**src/rtl/sampler_pkg.sv**
```systemverilog
// Shared types and constants for the assignment sampler.
// State encoding, LFSR constants and the Galois step function.
package sampler_pkg;

  typedef enum logic [2:0] {
    S_IDLE,
    S_GEN,
    S_CHECK,
    S_EMIT,
    S_END
  } state_t;

  localparam logic [31:0] LFSR_MASK  = 32'h8020_0003;
  localparam logic [31:0] LFSR_RESET = 32'h0000_0001;

  function automatic logic [31:0] lfsr_step(input logic [31:0] v);
    return (v >> 1) ^ (v[0] ? LFSR_MASK : 32'h0);
  endfunction

endpackage

```
**src/rtl/sampler_lfsr.sv**
```systemverilog
// 32-bit Galois LFSR with synchronous load and advance.
// nxt is the value the register takes on an advance.
module sampler_lfsr
  import sampler_pkg::*;
(
  input  logic        clk,
  input  logic        rst_n,
  input  logic        load,
  input  logic [31:0] load_val,
  input  logic        advance,
  output logic [31:0] state,
  output logic [31:0] nxt
);

  logic [31:0] lfsr_q;
  logic [31:0] lfsr_d;

  always_comb begin
    nxt    = lfsr_step(lfsr_q);
    lfsr_d = lfsr_q;
    if (load)
      lfsr_d = load_val;
    else if (advance)
      lfsr_d = nxt;
  end

  always_ff @(posedge clk or negedge rst_n) begin
    if (!rst_n)
      lfsr_q <= LFSR_RESET;
    else
      lfsr_q <= lfsr_d;
  end

  assign state = lfsr_q;

endmodule

```
**src/rtl/assignment_sampler.sv**
```systemverilog
// Random candidate generator: writes candidates, streams a satisfying one.
// Optional SAMPLER_STATS_EN adds a saturating CHECK counter (tries_used).
module assignment_sampler
  import sampler_pkg::*;
#(
  parameter  int NUM_VARS  = 8,
  parameter  int VAL_W     = 16,
  parameter  int MAX_TRIES = 1024,
  localparam int IDX_W     = $clog2(NUM_VARS)
) (
  input  logic             clk,
  input  logic             rst_n,
  input  logic             start,
  input  logic [31:0]      seed,
  output logic             cand_wr,
  output logic [IDX_W-1:0] cand_idx,
  output logic [VAL_W-1:0] cand_val,
  input  logic             sat,
  output logic             out_valid,
  input  logic             out_ready,
  output logic [IDX_W-1:0] out_idx,
  output logic [VAL_W-1:0] out_val,
  output logic             out_last,
  output logic             busy,
  output logic             done,
  output logic             fail
`ifdef SAMPLER_STATS_EN
  ,
  output logic [31:0]      tries_used
`endif
);

  localparam logic [IDX_W-1:0] LAST  = IDX_W'(NUM_VARS - 1);
  localparam logic [31:0]      TRIES = 32'(MAX_TRIES);

  state_t           state_q, state_d;
  logic [IDX_W-1:0] idx_q, idx_d;
  logic [31:0]      tries_q, tries_d;
  logic             done_q, done_d;
  logic             fail_q, fail_d;
  logic             lfsr_load, lfsr_adv;
  logic [31:0]      lfsr_state, lfsr_nxt, load_val;
  logic [VAL_W-1:0] buf_q [NUM_VARS];

  assign load_val = (seed == 32'h0) ? LFSR_RESET : seed;

  sampler_lfsr u_lfsr (
    .clk      (clk),
    .rst_n    (rst_n),
    .load     (lfsr_load),
    .load_val (load_val),
    .advance  (lfsr_adv),
    .state    (lfsr_state),
    .nxt      (lfsr_nxt)
  );

  always_comb begin
    state_d   = state_q;
    idx_d     = idx_q;
    tries_d   = tries_q;
    done_d    = 1'b0;
    fail_d    = 1'b0;
    lfsr_load = 1'b0;
    lfsr_adv  = 1'b0;
    case (state_q)
      S_IDLE: begin
        if (start) begin
          state_d   = S_GEN;
          lfsr_load = 1'b1;
          tries_d   = 32'h0;
          idx_d     = '0;
        end
      end
      S_GEN: begin
        lfsr_adv = 1'b1;
        if (idx_q == LAST) begin
          idx_d   = '0;
          state_d = S_CHECK;
        end else begin
          idx_d = idx_q + IDX_W'(1);
        end
      end
      S_CHECK: begin
        if (sat) begin
          state_d = S_EMIT;
          idx_d   = '0;
        end else begin
          tries_d = tries_q + 32'd1;
          if (tries_d >= TRIES) begin
            state_d = S_END;
            fail_d  = 1'b1;
          end else begin
            state_d = S_GEN;
          end
        end
      end
      S_EMIT: begin
        if (out_ready) begin
          if (idx_q == LAST) begin
            state_d = S_END;
            done_d  = 1'b1;
          end else begin
            idx_d = idx_q + IDX_W'(1);
          end
        end
      end
      S_END:   state_d = S_IDLE;
      default: state_d = S_IDLE;
    endcase
  end

  always_ff @(posedge clk or negedge rst_n) begin
    if (!rst_n) begin
      state_q <= S_IDLE;
      idx_q   <= '0;
      tries_q <= 32'h0;
      done_q  <= 1'b0;
      fail_q  <= 1'b0;
    end else begin
      state_q <= state_d;
      idx_q   <= idx_d;
      tries_q <= tries_d;
      done_q  <= done_d;
      fail_q  <= fail_d;
    end
  end

  // Candidate storage is intentionally left unreset.
  always_ff @(posedge clk) begin
    if (state_q == S_GEN)
      buf_q[idx_q] <= lfsr_nxt[VAL_W-1:0];
  end

  always_comb begin
    cand_wr   = (state_q == S_GEN);
    cand_idx  = cand_wr ? idx_q : '0;
    cand_val  = cand_wr ? lfsr_nxt[VAL_W-1:0] : '0;
    out_valid = (state_q == S_EMIT);
    out_idx   = out_valid ? idx_q : '0;
    out_val   = out_valid ? buf_q[idx_q] : '0;
    out_last  = out_valid && (idx_q == LAST);
    busy      = (state_q != S_IDLE);
    done      = done_q;
    fail      = fail_q;
  end

`ifdef SAMPLER_STATS_EN
  logic [31:0] stats_q, stats_d;

  always_comb begin
    stats_d = stats_q;
    if (state_q == S_CHECK && stats_q != 32'hFFFF_FFFF)
      stats_d = stats_q + 32'd1;
  end

  always_ff @(posedge clk or negedge rst_n) begin
    if (!rst_n)
      stats_q <= 32'h0;
    else
      stats_q <= stats_d;
  end

  assign tries_used = stats_q;
`endif

endmodule
```
**config.mk**
```make
export PLATFORM = sky130hd
export DESIGN_NAME = assignment_sampler
export DESIGN_NICKNAME = d
export VERILOG_FILES = /design/src/rtl/sampler_pkg.sv /design/src/rtl/sampler_lfsr.sv /design/src/rtl/assignment_sampler.sv
export SDC_FILE = /design/constraint.sdc
export NUM_CORES = 1
export LEC_CHECK = 0
export BUFFER_PORTS_ARGS = -buffer_cell sky130_fd_sc_hd__buf_2
export CORE_UTILIZATION = 30
export CTS_CLUSTER_SIZE = 28
export DETAILED_ROUTE_END_ITERATION = 7
export GPL_ROUTABILITY_DRIVEN = 0
export HOLD_SLACK_MARGIN = 0.05
export PLACE_DENSITY = 0.42
export SLEW_MARGIN = 20
export SYNTH_ARGS = -nofsm -noshare
export SYNTH_HDL_FRONTEND = slang
export SYNTH_SLANG_ARGS = --single-unit
```
**constraint.sdc**
```tcl
create_clock -name clk -period 4.25 [get_ports clk]
set_input_delay 0 -clock clk [delete_from_list [all_inputs] [get_ports clk]]
set_output_delay 0 -clock clk [all_outputs]
set_load 0.05 [all_outputs]
```
* Word-level counts from Yosys, hierarchy flattened
Memories as Yosys holds them, arrays and structs flattened.
Cells that the tools add are included.
** Word-level totals
- Output and inout port bits :: 44
- RAM bits :: 128
- Memory bits (read-only) :: 0
- Memories :: 1
- Register bits :: 72
- Bits in latches :: 0
** Cells by class
- Reduce and logical (&&, ||, !) cells :: 10
- Bitwise operators :: 1
- $mul :: 0
- Multiplexer cells :: 34
- $add $sub $neg :: 2
- Divide/modulo/power cells :: 0
- Equal/unequal tests :: 11
- Shift-type cells :: 0
- Magnitude comparators :: 1
** Memories
- buf_q :: depth 8, bits a word 16, read ports 1, clocked after memory_dff 0, write ports 1, line assignment_sampler.sv:43 : logic [VAL_W-1:0] buf_q [NUM_VARS];
** Operators by type and width (number)
- 2-to-1 mux 32 bit :: 6
- case mux 32 bit (2 select lines) :: 1
- 2-to-1 mux 3 bit :: 13
- adder 32 x 1 -> 32 bit (second input constant) :: 1
- greater-or-equal comparator 32 x 11 -> 1 bit (second input constant) :: 1
- logical NOT 32 bit :: 1
- 2-to-1 mux 16 bit :: 2
- XOR 31 x 32 -> 32 bit :: 1
- case mux 3 bit (4 select lines) :: 2
- 2-to-1 mux 1 bit :: 10
- != test 2 bit (second input constant) :: 4
- equality test 3 x 2 -> 1 bit (second input constant) :: 2
- != test 2 x 1 -> 1 bit (second input constant) :: 3
- AND reduction 5 bit :: 1
- AND reduction 4 bit :: 1
- nonzero test 2 bit :: 2
- nonzero test 4 bit :: 1
- adder 3 x 1 -> 3 bit (second input constant) :: 1
- equality test 3 x 1 -> 1 bit (second input constant) :: 1
- equality test 3 bit (second input constant) :: 1
- logical NOT 3 bit :: 1
- AND reduction 3 bit :: 1
- nonzero test 3 bit :: 1
- logical AND 1 bit :: 1

* Depth between registers and ports, before layout
- Word-level depth :: 5
- Depth in mapped cells :: 10

* Hierarchy
Synthesis repeated with hierarchy kept, for this count alone.
** Unflattened totals
- Cell total of the unflattened synthesis :: 775
- Area total of the unflattened synthesis :: 9668.0 µm²
** Modules (own cells, without submodules)
- assignment_sampler :: times used 1, cells an instance 599, sequential area each 4844.6 µm², area an instance 7902.6 µm²
- sampler_lfsr :: times used 1, cells an instance 176, sequential area each 802.0 µm², area an instance 1765.4 µm²

* Worst setup path before layout
No wires, ideal clock.
- Path type :: register to register
- Start :: register state_q[0]
- End :: memory buf_q[0][0] (enable)
- Cell stages (with the launch flop) :: 7
- Setup slack :: 0.852 ns
- Data arrival time :: 2.968 ns
- Period minus slack after synthesis :: 3.398 ns
- Cell sequence :: dfrtp_1 clkbuf_1 nor2b_1 nand2b_1 clkbuf_1 clkbuf_1 nor4_1
** On the way
- Word-level cells in the longest chain between the ends :: 3
** Ends and longest elaborated chain
- from (decl) :: line assignment_sampler.sv:36 : state_t state_q, state_d;
- from (signal assigned) :: line assignment_sampler.sv:120 : state_q <= state_d;
- equality test 3 x 1 -> 1 bit :: line assignment_sampler.sv:130 : if (state_q == S_GEN)
- 2-to-1 mux 1 bit :: line assignment_sampler.sv:130
- 2-to-1 mux 1 bit (implied by the code) :: line assignment_sampler.sv:131 : buf_q[idx_q] <= lfsr_nxt[VAL_W-1:0];
- to (decl) :: line assignment_sampler.sv:43
No other way between the ends.

* Worst setup path after layout
- Start :: register state_q[0]
- End :: memory buf_q[4][1] (enable)
The elaborated chain is that of the path after synthesis.

==> impl_metrics.yaml <==
yosys:
  synth_top_family_by_area: "simple AND/OR/NAND/NOR gates"
  synth_nets: 765
  async_flop_share_pct: 36.00
  synthMuxAreaShare_pct: 9.811
  syn-instance-count: 725
  yosysWarningCount: 0
  synth-simple-area-share_pct: 14.74
  synth_compound_area_share_pct: 8.931
  syn-mean-instance-area_um2: 12.54
  netlist_area_um2: 9092
  synth_cell_types: 57
  synth_edf_count: 128
  synth_xor_area_share_pct: 1.541
  synth_seq_cells: 200
  ys_seq_area_share_pct: 62.10
  synth_ff_type: "edfxtp_1"
  synthAdderAreaFrac_pct: 0.4128
placed_design:
  placedInstanceArea_um2: 9956
  port_buffers: 80
  dp_cells: 1166
  post-place-ws_ns: 1.322
  hpwl_um: 15940
die:
  coreArea_um2: 29720
  start_util_pct: 30.60
  num_io_pins: 81
  die_h_um: 176.1
  die_w_um: 176.1
  rows: 63
  die-area_um2: 31010
worst_setup_path:
  critPathMaxFanout: 27
  worstPathRequired_ns: 4.37
  r2r_start: "state_q[0]"
  startpoint: "state_q[0]"
  endpoint_kind: "flop"
  worstPathCellList: "nor2b_1, nand2b_1, buf_4, nor3_2, buf_4"
  path_class: "reg -> reg"
  crit_path_start_kind: "flop"
  crit_top_cell: "buf_4"
  cp_slowest_cell: "nor3_2"
  cp_slowest_stage_delay_ns: 0.57
  cp_data_arrival_time_ns: 3.01
cells_and_area:
  layout_common_cells: "edfxtp_1 (128), buf_2 (79), nand2_1 (76)"
  diodes: 0
  syn_to_final_growth_pct: 20.61
  area.sequential_um2: 5648
  multiInputGateArea_um2: 3248
  final_cells: 1235
  nFillCells: 2866
  layout_commonest_cell: "edfxtp_1"
  drive_gt1_share_pct: 22.01
  fin_util_pct: 36.90
  final_cell_area_um2: 10970
  nNetsFinal: 872
timing:
  setup_viol: 0
  relSlewSlack_pct: 27.39
  setup_ws_ns: 1.362
  rsz0062_at_grt: "no"
  finalCritPeriodShare_pct: 67.96
  fin_tns_setup_ns: 0
  clock_skew_ns: 0.01464
  hold_viol: 0
  slew_viol_final: 0
  fmax_mhz: 346.2
  layout_min_cycle_time_ns: 2.888
  worst_pin_slew_ns: 1.079
cts:
  cts-resized-gates: 0
  clock_sinks: 200
  cts_buffer_depth: 2
  cts_root_buffer: "clkbuf_16"
  hold_buffers: 37
  clk_latency_ns: 0.43
  cts_buffers: 17
  cts.clk_slew.worst_paths_ns: 0.08
  post_cts_buffers: 0
  htreeDepth: 4
  cts_tree: "yes"
grt:
  grt_use_total_pct: 16.10
  grt_pass1_vias: 6451
  grt_max_degree: 73
  gr-total-overflow: 0
  antenna_found_initial: 1
  grt_pass1_wl_um: 37660
hold_path:
  min_from: "start"
  min_path_type: "in -> reg"
drt:
  ant_nets: 0
  drc: 0
  via_per_inst: 5.085
  wl_per_cell_um: 19.31
  wl_um: 23850
  vias: 6280
  drtIter0Drc: 486
  dr.pass1.iters: 5
job:
  drv_cap: 0
pwr:
  power_leakage_nw: 4.162
  ir_drop_mv: 0.2871
  powerDensity_nw_per_um2: 683.2
outcome:
  status: "completed"
cells in the mapped netlist (2+ instances only):
| cell type | number | area share, % |
|---|---|---|
| buf_2 | 8 | 0.44 |
| inv_1 | 8 | 0.33 |
| o2111ai_1 | 2 | 0.19 |
| mux2i_1 | 16 | 1.8 |
| xor2_1 | 8 | 0.77 |
| nor4_1 | 14 | 0.96 |
| and2_1 | 20 | 1.4 |
| o31ai_1 | 7 | 0.58 |
| o21ai_0 | 58 | 3.2 |
| nor3_2 | 2 | 0.22 |
| a31oi_1 | 22 | 1.5 |
| nor2_1 | 72 | 3.0 |
| nor4_2 | 2 | 0.28 |
| edfxtp_1 | 128 | 42 |
| nand4_1 | 10 | 0.69 |
| or3_1 | 3 | 0.21 |
| buf_1 | 4 | 0.17 |
| o21ai_1 | 3 | 0.17 |
| nor2b_1 | 2 | 0.14 |
| nor3_1 | 13 | 0.72 |
| clkbuf_1 | 34 | 1.4 |
| xnor2_1 | 8 | 0.77 |
| and3_1 | 9 | 0.62 |
| and4_1 | 3 | 0.29 |
| a211o_1 | 2 | 0.19 |
| a21oi_1 | 30 | 1.7 |
| nor3b_1 | 3 | 0.25 |
| nand4_2 | 2 | 0.28 |
| mux4_2 | 32 | 7.9 |
| ha_1 | 3 | 0.41 |
| dfrtp_1 | 71 | 20 |
| nand2b_1 | 4 | 0.28 |
| nand2_1 | 76 | 3.1 |
| nand3_1 | 23 | 1.3 |
critical path: cells and delay by family (launching register included):
| kind | cells | cell delay [ns] |
|---|---|---|
| buffers and inverters | 2 | 0.72 |
| and+or+nand+nor | 3 | 1.40 |
| DFF | 1 | 0.47 |
logic make-up after synthesis:
logic type,after synthesis
simple gates,265
compound gates,136
flops,200
fa+ha+maj,3
mux,49
xor+xnor,16
buf+inv,56
through the flow:
stage                     hold WS, ns  total power [mW]
final                          0.1777             7.492
after global routing           0.2269             7.933
after CTS                      0.1568             7.597
after detailed placement       0.2333             5.851
after global placement         0.2217             5.814
after floorplan               -0.2956             4.971
flip-flops by register name, indices dropped and copies added, names as in the netlist:
| signal | cells |
|---|---|
| fail | 1 |
| done | 1 |
| idx_q | 3 |
| u_lfsr.state | 32 |
| state_q | 3 |
| buf_q | 128 |
| tries_q | 32 |
final timing paths:
| kind | end | slack, ns | cells after the start |
|---|---|---|---|
| max reg2reg | buf_q[4][1] | 1.36 | 5 |
| max | buf_q[4][1] | 1.36 | 5 |
| min | tries_q[0] | 0.18 | 5 |
| min in group asynchronous | tries_q[31] | 0.25 | 2 |
| max in group asynchronous | idx_q[0] | 3.28 | 2 |
| min reg2reg | u_lfsr.state[19] | 0.51 | 2 |
final cells by class:
class / instances / share of cell area [%]
well taps: 390 / 4.450
multi-input cells: 469 / 29.62
flip-flops and latches: 200 / 51.50
clock inverters: 15 / 1.962
clock buffers: 17 / 3.879
repair buffers: 135 / 8.283
inverters: 9 / 0.3080
power breakdown:
group	internal (mW)	switching, mW
clock network	0.868	0.839
registers	2.76	0.347
logic	0.898	1.78
total	4.52	2.97
per-layer routing:
| metal | part of all wire, % | global-route usage [%] |
|---|---|---|
| met1 | 44 | 21.14 |
| met2 | 51 | 27.35 |
| met3 | 2.6 | 2.153 |
| met4 | 2.0 | 5.326 |
| met5 | 0.059 | 0 |
No activity file was read; power rests on OpenSTA's default activity.
